===== src/rtl/demux1_4_pipe_pkg.sv =====
// Shared constants and stage state encoding for the 1:4 stream demultiplexer tree.
package demux1_4_pipe_pkg;

    localparam int NUM_CH = 4;
    localparam int SEL_W  = 2;

    typedef enum logic {
        EMPTY = 1'b0,
        FULL  = 1'b1
    } stage_state_t;

endpackage


===== src/rtl/demux1_2_stage.sv =====
// One-entry registered 1:2 split stage with valid/ready on every leg.
// The top select bit picks the output leg; all select bits travel with the word.
module demux1_2_stage
    import demux1_4_pipe_pkg::*;
#(
    parameter int WIDTH = 8,
    parameter int SELW  = 1
) (
    input  logic             clk,
    input  logic             rst,
    input  logic [WIDTH-1:0] in_data,
    input  logic [SELW-1:0]  in_sel,
    input  logic             in_valid,
    output logic             in_ready,
    output logic [WIDTH-1:0] out_data,
    output logic [SELW-1:0]  out_sel,
    output logic [1:0]       out_valid,
    input  logic [1:0]       out_ready,
    output logic             full
);

    stage_state_t     state;
    stage_state_t     state_next;
    logic [WIDTH-1:0] data_q;
    logic [SELW-1:0]  sel_q;
    logic             route;
    logic             in_xfer;
    logic             out_xfer;

    assign route        = sel_q[SELW-1];
    assign out_valid[0] = (state == FULL) && !route;
    assign out_valid[1] = (state == FULL) && route;
    assign out_xfer     = |(out_valid & out_ready);

    // Accepting while draining keeps the stage at one word per cycle.
    assign in_ready = !rst && ((state == EMPTY) || out_xfer);
    assign in_xfer  = in_valid && in_ready;

    always_comb begin
        state_next = state;
        if (in_xfer) begin
            state_next = FULL;
        end else if (out_xfer) begin
            state_next = EMPTY;
        end
    end

    always_ff @(posedge clk) begin
        if (rst) begin
            state <= EMPTY;
        end else begin
            state <= state_next;
        end
    end

    always_ff @(posedge clk) begin
        if (rst) begin
            data_q <= '0;
            sel_q  <= '0;
        end else if (in_xfer) begin
            data_q <= in_data;
            sel_q  <= in_sel;
        end
    end

    assign out_data = data_q;
    assign out_sel  = sel_q;
    assign full     = (state == FULL);

endmodule


===== src/rtl/demux1_4_pipe.sv =====
// Registered 1:4 demultiplexer built as a tree of three 1:2 stages:
// stage A splits on S1, stages B0/B1 split on S0 to reach channel {S1,S0}.
module demux1_4_pipe
    import demux1_4_pipe_pkg::*;
#(
    parameter int WIDTH = 8
) (
    input  logic                    clk,
    input  logic                    rst,
    input  logic [WIDTH-1:0]        in_data,
    input  logic [SEL_W-1:0]        in_sel,
    input  logic                    in_valid,
    output logic                    in_ready,
    output logic [NUM_CH*WIDTH-1:0] out_data,
    output logic [NUM_CH-1:0]       out_valid,
    input  logic [NUM_CH-1:0]       out_ready,
    output logic                    busy
);

    logic [WIDTH-1:0] a_data;
    logic             a_s1_unused;
    logic             a_s0;
    logic [1:0]       a_valid;
    logic [1:0]       a_ready;
    logic             a_full;

    logic [WIDTH-1:0] b0_data;
    logic [WIDTH-1:0] b1_data;
    logic             b0_sel_unused;
    logic             b1_sel_unused;
    logic             b0_full;
    logic             b1_full;

    demux1_2_stage #(.WIDTH(WIDTH), .SELW(SEL_W)) u_stage_a (
        .clk       (clk),
        .rst       (rst),
        .in_data   (in_data),
        .in_sel    (in_sel),
        .in_valid  (in_valid),
        .in_ready  (in_ready),
        .out_data  (a_data),
        .out_sel   ({a_s1_unused, a_s0}),
        .out_valid (a_valid),
        .out_ready (a_ready),
        .full      (a_full)
    );

    demux1_2_stage #(.WIDTH(WIDTH), .SELW(1)) u_stage_b0 (
        .clk       (clk),
        .rst       (rst),
        .in_data   (a_data),
        .in_sel    (a_s0),
        .in_valid  (a_valid[0]),
        .in_ready  (a_ready[0]),
        .out_data  (b0_data),
        .out_sel   (b0_sel_unused),
        .out_valid (out_valid[1:0]),
        .out_ready (out_ready[1:0]),
        .full      (b0_full)
    );

    demux1_2_stage #(.WIDTH(WIDTH), .SELW(1)) u_stage_b1 (
        .clk       (clk),
        .rst       (rst),
        .in_data   (a_data),
        .in_sel    (a_s0),
        .in_valid  (a_valid[1]),
        .in_ready  (a_ready[1]),
        .out_data  (b1_data),
        .out_sel   (b1_sel_unused),
        .out_valid (out_valid[3:2]),
        .out_ready (out_ready[3:2]),
        .full      (b1_full)
    );

    // Each B stage drives the same register onto both of its channels.
    assign out_data = {b1_data, b1_data, b0_data, b0_data};
    assign busy     = a_full | b0_full | b1_full;

endmodule


===== config.mk =====
export PLATFORM = sky130hd
export DESIGN_NAME = demux1_4_pipe
export DESIGN_NICKNAME = d
export VERILOG_FILES = /design/src/rtl/demux1_4_pipe_pkg.sv /design/src/rtl/demux1_2_stage.sv /design/src/rtl/demux1_4_pipe.sv
export SDC_FILE = /design/constraint.sdc
export NUM_CORES = 1
export LEC_CHECK = 0
export BUFFER_PORTS_ARGS = -buffer_cell sky130_fd_sc_hd__buf_2
export CORE_UTILIZATION = 47
export DETAILED_ROUTE_END_ITERATION = 12
export GPL_ROUTABILITY_DRIVEN = 0
export PLACE_DENSITY = 0.78
export SLEW_MARGIN = 20
export SYNTH_ARGS = -nofsm -noshare
export SYNTH_HDL_FRONTEND = slang
export SYNTH_SLANG_ARGS = --single-unit
export TNS_END_PERCENT = 50

===== constraint.sdc =====
create_clock -name clk -period 1.55 [get_ports clk]
set_input_delay 0.31 -clock clk [delete_from_list [all_inputs] [get_ports clk]]
set_output_delay 0.31 -clock clk [all_outputs]
set_load 0.1 [all_outputs]

## Yosys cells after proc, flatten, opt, wreduce, memory -nomap -nowiden

Index checks and enable logic that the tools add are counted.

| word-level totals | value |
|---|---|
| bits in registers | 31 |
| latch bits | 0 |
| bits in writable memories | 0 |
| bits in read-only memories | 0 |
| output and inout port bits | 38 |
| word-level logic and storage cells | 48 |
| memories kept | 0 |

| cells by class | value |
|---|---|
| $add $sub $neg | 0 |
| multiply operators | 0 |
| div/mod/pow operators | 0 |
| $lt $le $gt $ge | 0 |
| equal/unequal tests | 0 |
| shifts and indexed selects | 0 |
| mux-type cells | 6 |
| bitwise operators | 8 |
| reduce and logical (&&, ||, !) cells | 25 |

Operators by type and width:

| operator | number |
|---|---|
| $logic_and A1 B1 Y1 | 12 |
| $and A2 B2 Y2 | 3 |
| $mux W1 | 6 |
| $reduce_bool A2 Y1 | 3 |
| $reduce_or A2 Y1 | 3 |
| $logic_not A1 Y1 | 4 |
| $logic_or A1 B1 Y1 | 3 |
| $not A1 Y1 | 3 |
| $or A1 B1 Y1 | 2 |

## Longest topological paths before layout

Gate-level depths: netlist (run 1).

| depth | value |
|---|---|
| depth in word-level cells | 12 |
| mapped depth | 5 |
| depth with buffers taken out | 4 |

## Hierarchy

Synthesis (run 1) repeated with hierarchy kept, for this count alone.

| unflattened totals | value |
|---|---|
| cells, all modules | 198 |
| area total of the unflattened synthesis | 1909.3 µm² |

Modules (own cells, without submodules):

| module | instances | cells each | area each (µm²) | sequential area each (µm²) |
|---|---|---|---|---|
| demux1_2_stage at u_stage_b0 ... | 2 | 73 | 694.4 | 200.2 |
| demux1_2_stage at u_stage_a | 1 | 35 | 394.1 | 220.2 |
| demux1_4_pipe | 1 | 17 | 126.4 | 0.0 |

## Worst setup path before layout (run 1)

OpenSTA, ideal clock, no wires.

| timing | value |
|---|---|
| path kind | input -> output |
| from | in rst |
| to | out in_ready |
| data arrival time | 1.942 ns |
| data required time | 1.240 ns |
| slack | -0.702 ns |
| stages | 3 |
| buffers on the path | 2 |
| path through | clkbuf_1 clkbuf_1 nor2_1 |

| between the ends | value |
|---|---|
| word-level cells in the longest chain between the ends | 6 |
| elaborated cells between the ends (all ways) | 7 |
| those cells by class | bitwise: 1; reduce/logical: 6 |

RTL lines:

| element | line | source |
|---|---|---|
| start: declaration | demux1_4_pipe.sv:9 | `input logic rst,` |
| $logic_not A1 Y1 * | demux1_2_stage.sv:36 | `assign in_ready = !rst && ((state == EMPTY) \|\| out_xfer);` |
| $logic_and A1 B1 Y1 | demux1_2_stage.sv:36 |  |
| $and A2 B2 Y2 | demux1_2_stage.sv:33 | `assign out_xfer = \|(out_valid & out_ready);` |
| $reduce_or A2 Y1 | demux1_2_stage.sv:33 |  |
| $logic_or A1 B1 Y1 | demux1_2_stage.sv:36 |  |
| $logic_and A1 B1 Y1 * | demux1_2_stage.sv:36 |  |
| end: declaration | demux1_4_pipe.sv:13 | `output logic in_ready,` |

Mark *: on every way between the ends. The rest lies on a longest branch, timed or not.

## Worst setup path after layout (run 1)

| timing | value |
|---|---|
| from | reg u_stage_b1.sel_q (netlist: u_stage_b1.out_sel) |
| to | out in_ready |

| between the ends | value |
|---|---|
| word-level cells in the longest chain between the ends | 10 |
| elaborated cells between the ends (all ways) | 11 |
| those cells by class | bitwise: 2; reduce/logical: 9 |

RTL lines:

| element | line | source |
|---|---|---|
| start: declaration | demux1_2_stage.sv:25 | `logic [SELW-1:0] sel_q;` |
| start signal: assignment | demux1_2_stage.sv:62 | `sel_q <= in_sel;` |
| $logic_not A1 Y1 | demux1_2_stage.sv:31 | `assign out_valid[0] = (state == FULL) && !route;` |
| $logic_and A1 B1 Y1 | demux1_2_stage.sv:31 |  |
| $and A2 B2 Y2 * | demux1_2_stage.sv:33 |  |
| $reduce_or A2 Y1 * | demux1_2_stage.sv:33 |  |
| $logic_or A1 B1 Y1 * | demux1_2_stage.sv:36 |  |
| $logic_and A1 B1 Y1 * | demux1_2_stage.sv:36 |  |
| $and A2 B2 Y2 * | demux1_2_stage.sv:33 |  |
| $reduce_or A2 Y1 * | demux1_2_stage.sv:33 |  |
| $logic_or A1 B1 Y1 * | demux1_2_stage.sv:36 |  |
| $logic_and A1 B1 Y1 * | demux1_2_stage.sv:36 |  |

Marks and branches as above.

==> results of run 1 <==
==> power by group through the flow <==
stage	Clock, mW	Sequential [mW]	Combinational [mW]
after floorplan	0	0.910	0.203
after detailed placement	0	0.865	0.305
final	0.531	0.845	0.333
after global placement	0	0.863	0.302
after CTS	0.549	0.847	0.320
after global routing	0.582	0.850	0.348
==> flip-flops by register name, indices dropped and copies added (netlist names), 2 cells and up <==
register and count:
u_stage_b1.out_data 8, u_stage_a.out_data 8, u_stage_a.out_sel 2, u_stage_b0.out_data 8
==> stage by stage <==
step / hold slack, ns / instance area (um2) / setup WS, ns
final: 0.228 / 1800 / -0.266
after global routing: 0.210 / 1800 / -0.366
after CTS: 0.208 / 1750 / -0.209
after detailed placement: 0.480 / 1640 / -0.0495
after global placement: 0.468 / 1640 / 0.0119
after floorplan: 0.452 / 1390 / -0.249
==> placed cells by master, fill, tap and decap left out, types with 2 or more instances in the layout <==
| master | count |
|---|---|
| clkbuf_4 | 5 |
| nor2_1 | 18 |
| buf_4 | 9 |
| a21oi_1 | 4 |
| nor2b_2 | 2 |
| mux2i_2 | 2 |
| dfxtp_2 | 8 |
| buf_2 | 48 |
| buf_12 | 6 |
| dfxtp_4 | 2 |
| mux2i_1 | 28 |
| nand2b_1 | 21 |
| clkbuf_8 | 2 |
| and2_1 | 2 |
| nand2_1 | 2 |
| dfxtp_1 | 21 |
==> layout make-up <==
| type | count | area [um2] | share of cell area |
|---|---|---|---|
| Sequential cell | 31 | 638 | 0.355 |
| Tap cell | 31 | 38.8 | 0.0216 |
| Multi-Input combinational cell | 85 | 622 | 0.346 |
| Clock buffer | 8 | 68.8 | 0.0383 |
| Timing Repair Buffer | 63 | 428 | 0.238 |
==> routing by layer <==
layer / routed length, um / track usage
met1: 1200 / 0.205
met2: 1340 / 0.310
met3: 145 / 0.0512
met4: 53 / 0.101
met5: 0 / 0
==> cells by family after synthesis <==
family	Yosys count	share of synthesized area
AOI/OAI and AO/OA	7	0.0346
muxes	30	0.218
DFF	31	0.451
and+or+nand+nor	48	0.178
buffers and inverters	23	0.117
==> worst max path at each step <==
| stage | startpoint | end | slack [ns] |
|---|---|---|---|
| 6_report | u_stage_b1.out_sel$_SDFFE_PP0P_ | in_ready | -0.27 |
| 5_1_grt | u_stage_b1.out_sel$_SDFFE_PP0P_ | in_ready | -0.37 |
| 4_1_cts | u_stage_b1.out_sel$_SDFFE_PP0P_ | in_ready | -0.21 |
| 3_5_place_dp | out_ready[1] | in_ready | -0.05 |
| 3_3_place_gp | out_ready[3] | in_ready | 0.01 |
| 2_1_floorplan | rst | in_ready | -0.25 |
==> critical path, delay by kind of cell (launching register included) <==
kind            cells  cell delay, ns
simple gates        2            0.20
compound gates      1            0.20
flops               1            0.35
mux                 1            0.27
buf+inv             1            0.16
==> what timing repair did <==
item / CTS / global route
pin swaps: 3 / 4
buffers inserted: 2 / 2
setup endpoints to repair: 3 / 12
resized for setup: 10 / 10
==> metrics.md, run 1 <==
| Metric | Value |
|---|---|
| Clock Latency Late Sink | between 0.3 and 0.4 ns |
| Least-Margin Pin Slew | 0.491 ns |
| H-tree levels | 2 |
| Post-synthesis cell count | roughly 140 |
| Final Non-Filler Cells | ~220 |
| Mapped cell area | 1380 um2 |
| Avg WL per Cell | 12.5 um |
| P per Cell Area | around 950 nW/um2 |
| Maximum clock insertion buffer count | 2 |
| Die ar. | about 3100 um2 |
| Setup CP Type | reg2out |
| Status | complete, but fails checks |
| R2R Path Start | u_stage_b1.out_sel$_SDFFE_PP0P_ |
| CP Launch Type | flop |
| Layout fillers | 230 |
| Leading area contributor after synthesis | dfxtp_1 |
| Vias in the first global route | 1,017 |
| Synth async-reset ratio | 0 |
| First-pass GRT wire length | roughly 4.4 mm |
| Share of the synthesized area in the top cell type | 0.451 |
| Root buf cell | clkbuf_4 |
| Vias | about 1,100 |
| DRT Pass-1 Iters | 4 |
| Initial antenna violation count | 0 |
| Overall global routing resource usage | 0.183 |
| Worst slew margin | 0.675 |
| Net Switching | roughly 0.51 mW |
| R2R Path End | u_stage_a.out_data[5]$_SDFFE_PP0P_ |
| CTS Hold Bufs | 0 |
| Ant diodes | 0 |
| Combinational Power Share | 0.195 |
| Total Neg Setup Slack | -1.70 ns |
| Most common cell in the netlist | dfxtp_1 |
| Worst setup margin | -0.266 ns |
| RSZ-0062 raised after global routing | yes |
| Number of cells on the worst hold path | 2 |
| Final Hold Vio Count | 0 |
| Min-Delay Path Class | in2reg |
| Worst-path cell chain | mux2i_2 -> nand2_1 -> o22ai_2 -> nor2_2 -> buf_12 |
| Register area share after synthesis | 0.451 |
| Proportion of power drawn by flip-flops and latches | 0.495 |
| Final Net Count | 203 |
| DR vias/cell | around 4.9 |
| Top post-synthesis cells by area | dfxtp_1 45%, mux2i_1 22%, buf_4 9.8%, nand2b_1 9.6%, nor2_1 5.2% |
| Area Growth Syn to Fin | 30.6% |
| Static leakage | ~0.85 nW |
| Clock Sinks | 31 |
| Clock transition at path regs | approximately 0.09 ns |
| Final setup violation count | 12 |
| EDFF count, synth | 0 |
| I/O pin total | 55 |
| Clk pwr share | 0.311 |
| PortBufs | 54 |
| Synth Flop Type | dfxtp_1 |
| Reg2Reg Setup Slack | -0.16 ns |
| Slowest-stage cell, CP | dfxtp_2 |
| CP Data Arrival Time | approximately 1.5 ns |
| Yosys warns | 0 |
| Final period utilization | 1.17 |
| Core Region | ~2800 um2 |
| Failing checks | negative setup slack |
| Final HPWL DP | about 1.8 mm |
| Worst path required time | roughly 1.2 ns |
| Net Count, Synth | 156 |
| Max Slew Vio Count | 0 |
| Total wire length | roughly 2.7 mm |
| Total power | between 1.5 and 2 mW |
| Library cells used by synthesis | 15 |
| Worst hold start | in_valid |
| Post-synth top cells | 31 x dfxtp_1, 30 x mux2i_1, 21 x nand2b_1 |
| Peak VDD IR | 893 uV |
| Synthesized flop and latch total | 31 |
| CTS tree | yes |
| Post-Route Utilization | 0.651 |
| Critical Path Sink Type | primary output |
| Cell count after placement | 206 |
| Worst clock skew | roughly 0.0034 ns |
| Antenna viol nets, final | 0 |
| Pin count of the biggest net entering global routing | 42 |
| R2R depth | 6 |
| Syn avg cell area | 9.89 um2 |
| Worst path max stage delay | approximately 0.35 ns |
| Grt ovf | 0 |
| CP Max Fanout | 2 |
| Layout cells sized above 1 | 0.481 |
| Min Tclk post-route | approximately 1.8 ns |
| DIE HEIGHT | between 50 and 60 um |
| Starting density of the core | 0.499 |
| Sw Share | 0.299 |
| CTS Buf Count | 5 |
| DR DRC count | 0 |
| Max cap viols | 0 |
| Chip Width | 56.1 um |
| Fmax | 0.551 GHz |
| Internal power | 1.20 mW |
| Worst Hold Path EP | u_stage_a.full$_SDFFE_PP0P_ |
| Row cnt | 19 |
| Iter 0 DRT Violations | 27 |
Power figures use the tool's default switching activity.
==> inputs of run 2 (changes only) <==
- ABC_AREA: unset -> 1
==> run 2 against run 1 <==
Against the previous run:
- the run ends with design-rule violations, negative setup slack left
- first-iteration DRC count increased by 11%
- core utilization down 1.7 points
- largest power group unchanged
- global-route usage up 0.34 points
- register-to-register slack improved by 0.28 ns
- die area increased by 2.3%
- highest routed layer unchanged
- largest cell class unchanged
- non-clock buffer count increased by 2
- routed wire length decreased by 1.7%
==> metrics.md, run 2 <==
| Metric | Value |
|---|---|
| Status | complete, but fails checks |
| Failing checks | design-rule violations, negative setup slack |
| Least-Margin Pin Slew | 0.492 ns (+0.00158 ns) |
| RSZ-0062 raised after global routing | yes |
| Hold Slack | 0.226 ns (-0.00233 ns) |
| Largest family of logic cells by synthesized area | simple AND/OR/NAND/NOR gates |
| Final period utilization | 1.09 (-0.0845) |
| CP Data Arrival Time | 1.38 ns (-0.13 ns) |
| Total power | 1.87 mW (+9.7%) |
| Vias | 1,208 (+13%) |
| Peak VDD IR | 739 uV (-17%) |
| DRT Pass-1 Iters | 8 (+4) |
| CTS Buf Count | 5 (unchanged) |
| DR DRC count | 8 (+8) |
| Ant diodes | 0 (unchanged) |
| Clock transition at path regs | 0.09 ns (about the same) |
| Row cnt | 19 (unchanged) |
| Total wire length | 2.69 mm (-1.7%) |
| Worst setup margin | -0.135 ns (+0.131 ns) |
| Final HPWL DP | 1.96 mm (+9.2%) |
| Post-Synth Adder-Cell Area | 0 (unchanged) |
| Worst path required time | 1.24 ns (about the same) |
| H-tree levels | 2 (unchanged) |
| PortBufs | 54 (unchanged) |
| Synth Area in Simple Gates | 0.246 (+0.0679) |
| Yosys warns | 0 (unchanged) |
| Max Slew Vio Count | 0 (unchanged) |
| First-pass GRT wire length | 4.62 mm (+5.5%) |
| Library cells used by synthesis | 19 (+4) |
| Chip Width | 56.7 um (+1.1%) |
| CP Launch Type | flop |
| Compound-gate portion of the synthesized area | 0.108 (+0.0739) |
| Synthesized flop and latch total | 31 (unchanged) |
| Net Count, Synth | 195 (+25%) |
| Static leakage | 0.904 nW (+6.7%) |
| Setup CP Type | reg2out |
| Post-synthesis xor/xnor area fraction | 0 (unchanged) |
| Post-synthesis cell count | 178 (+28%) |
| Worst slew margin | 0.674 (-0.00105) |
| DIE HEIGHT | 56.7 um (+1.1%) |
| Synth async-reset ratio | 0 (unchanged) |
| Register area share after synthesis | 0.441 (-0.0104) |
| CTS tree | yes |
| Die ar. | 3220 um2 (+2.3%) |
| Overall global routing resource usage | 0.186 (+0.00336) |
| Core Region | 2810 um2 (+1.7%) |
| Cell count after placement | 243 (+18%) |
| Mapped cell area | 1410 um2 (+2.4%) |
| Commonest non-fill, non-tap cell in the layout | buf_2 |
| Final Hold Vio Count | 0 (unchanged) |
| Final Non-Filler Cells | 256 (+17%) |
| Root buf cell | clkbuf_4 |
| Post-synthesis mux area share | 0 (-0.218) |
| Initial antenna violation count | 0 (unchanged) |
| Share of the synthesized area in the top cell type | 0.441 (-0.0104) |
| Avg WL per Cell | 10.5 um (-16%) |
| Top post-synthesis cells by area | dfxtp_1 44%, buf_4 9.1%, nand2_1 6.9%, o21ai_0 6.4%, inv_1 6.1% |
| Layout cells sized above 1 | 0.458 (-0.0235) |
| Max cap viols | 0 (unchanged) |
| Critical Path Sink Type | primary output |
| Antenna viol nets, final | 0 (unchanged) |
| Number of cells on the worst hold path | 3 (+1) |
| Clock Latency Late Sink | 0.32 ns (about the same) |
| Maximum clock insertion buffer count | 2 (unchanged) |
| Min-Delay Path Class | in2reg |
| P per Cell Area | 1050 nW/um2 (+11%) |
| Clock Sinks | 31 (unchanged) |
| Most frequent cells in the layout | 48 x buf_2, 23 x nand2_1, 20 x inv_1, 19 x dfxtp_1, 18 x o21ai_0 |
| Grt ovf | 0 (unchanged) |
| Worst clock skew | 0.00487 ns (+0.00146 ns) |
| Fmax | 0.593 GHz (+7.8%) |
| Final Net Count | 242 (+19%) |
| Vias in the first global route | 1,082 (+6.4%) |
| Starting density of the core | 0.502 (+0.00315) |
| Final setup violation count | 1 (-11) |
| Pin count of the biggest net entering global routing | 19 (-55%) |
| I/O pin total | 55 (unchanged) |
| Leading area contributor after synthesis | dfxtp_1 |
| Min Tclk post-route | 1.69 ns (-0.131 ns) |
| Most common cell in the netlist | dfxtp_1 |
| Dpl ws | 0.136 ns (+0.185 ns) |
| Area post-placement | 1660 um2 (+1.3%) |
| Area Growth Syn to Fin | 26.4% |
| Iter 0 DRT Violations | 30 (+11%) |
| Post-synth top cells | 31 x dfxtp_1, 26 x nand2_1, 23 x inv_1 |
| Synth Flop Type | dfxtp_1 |
| EDFF count, synth | 0 (unchanged) |
| DR vias/cell | 4.72 (-3.8%) |
| Syn avg cell area | 7.91 um2 (-20%) |
| Finished Cell Area | 1780 um2 (-0.91%) |
| R2R depth | 9 (+3) |
| CP Max Fanout | 4 (+2) |
==> run 2: metrics by stage <==
step,util,setup TNS [ns]
after floorplan,-,-1.36
after global placement,0.591,0
after detailed placement,0.591,0
after CTS,0.621,-0.125
after global routing,0.634,-0.229
final,0.634,-0.135
==> run 2: cells by family after synthesis <==
family | after synthesis
buf+inv | 49
flops | 31
simple gates | 68
compound gates | 30
==> run 2: what timing repair did <==
| item | 4_1_cts | 5_1_grt |
|---|---|---|
| cloned | 0 | 0 |
| setup buffers | 3 | 3 |
| hold buffers | 0 | 0 |
| pin swaps | 1 | 3 |
| resized for setup | 5 | 4 |
| setup endpoints to repair | 3 | 4 |
==> run 2: power breakdown <==
part           internal, mW  leakage [nW]  total, mW  switching [mW]
Combinational         0.119         0.611      0.546           0.427
Clock                 0.210        0.0341      0.461           0.251
Sequential            0.840         0.259      0.867          0.0270
==> run 2: area by class of cell <==
cell class | count | area, um2
tap | 31 | 38.8
fill | 250 | 1030
clock buffer | 6 | 51.3
clock inverter | 1 | 5.00
sequential | 31 | 638
inverter | 24 | 95.1
timing repair buffer | 65 | 384
multi-input combinational | 98 | 567
==> run 2: routing by layer <==
metal,GRT usage,vias up,part of all wire
met1,0.232,515,0.49
met4,0.0750,0,0.014
met2,0.301,35,0.44
met3,0.0507,6,0.049
li1,-,652,-
met5,0,-,0
==> run 2: worst max-delay path: stages (launching register included) <==
cell and delay, ns:
dfxtp_4 0.39, nand2_4 0.07, nor2_4 0.12, nand3_4 0.09, nand3_4 0.10, nand2_4 0.05, clkinvlp_4 0.07, buf_12 0.16
==> run 2: final timing paths <==
check | end | slack (ns) | startpoint
setup / recovery | in_ready | -0.14 | u_stage_a.full$_SDFFE_PP0P_
hold / removal | u_stage_a.out_data[5]$_SDFFE_PP0P_ | 0.23 | in_data[5]
setup reg to reg | u_stage_a.out_data[4]$_SDFFE_PP0P_ | 0.12 | u_stage_a.full$_SDFFE_PP0P_
hold reg to reg | u_stage_b0.out_data[6]$_SDFFE_PP0P_ | 0.47 | u_stage_a.out_data[6]$_SDFFE_PP0P_
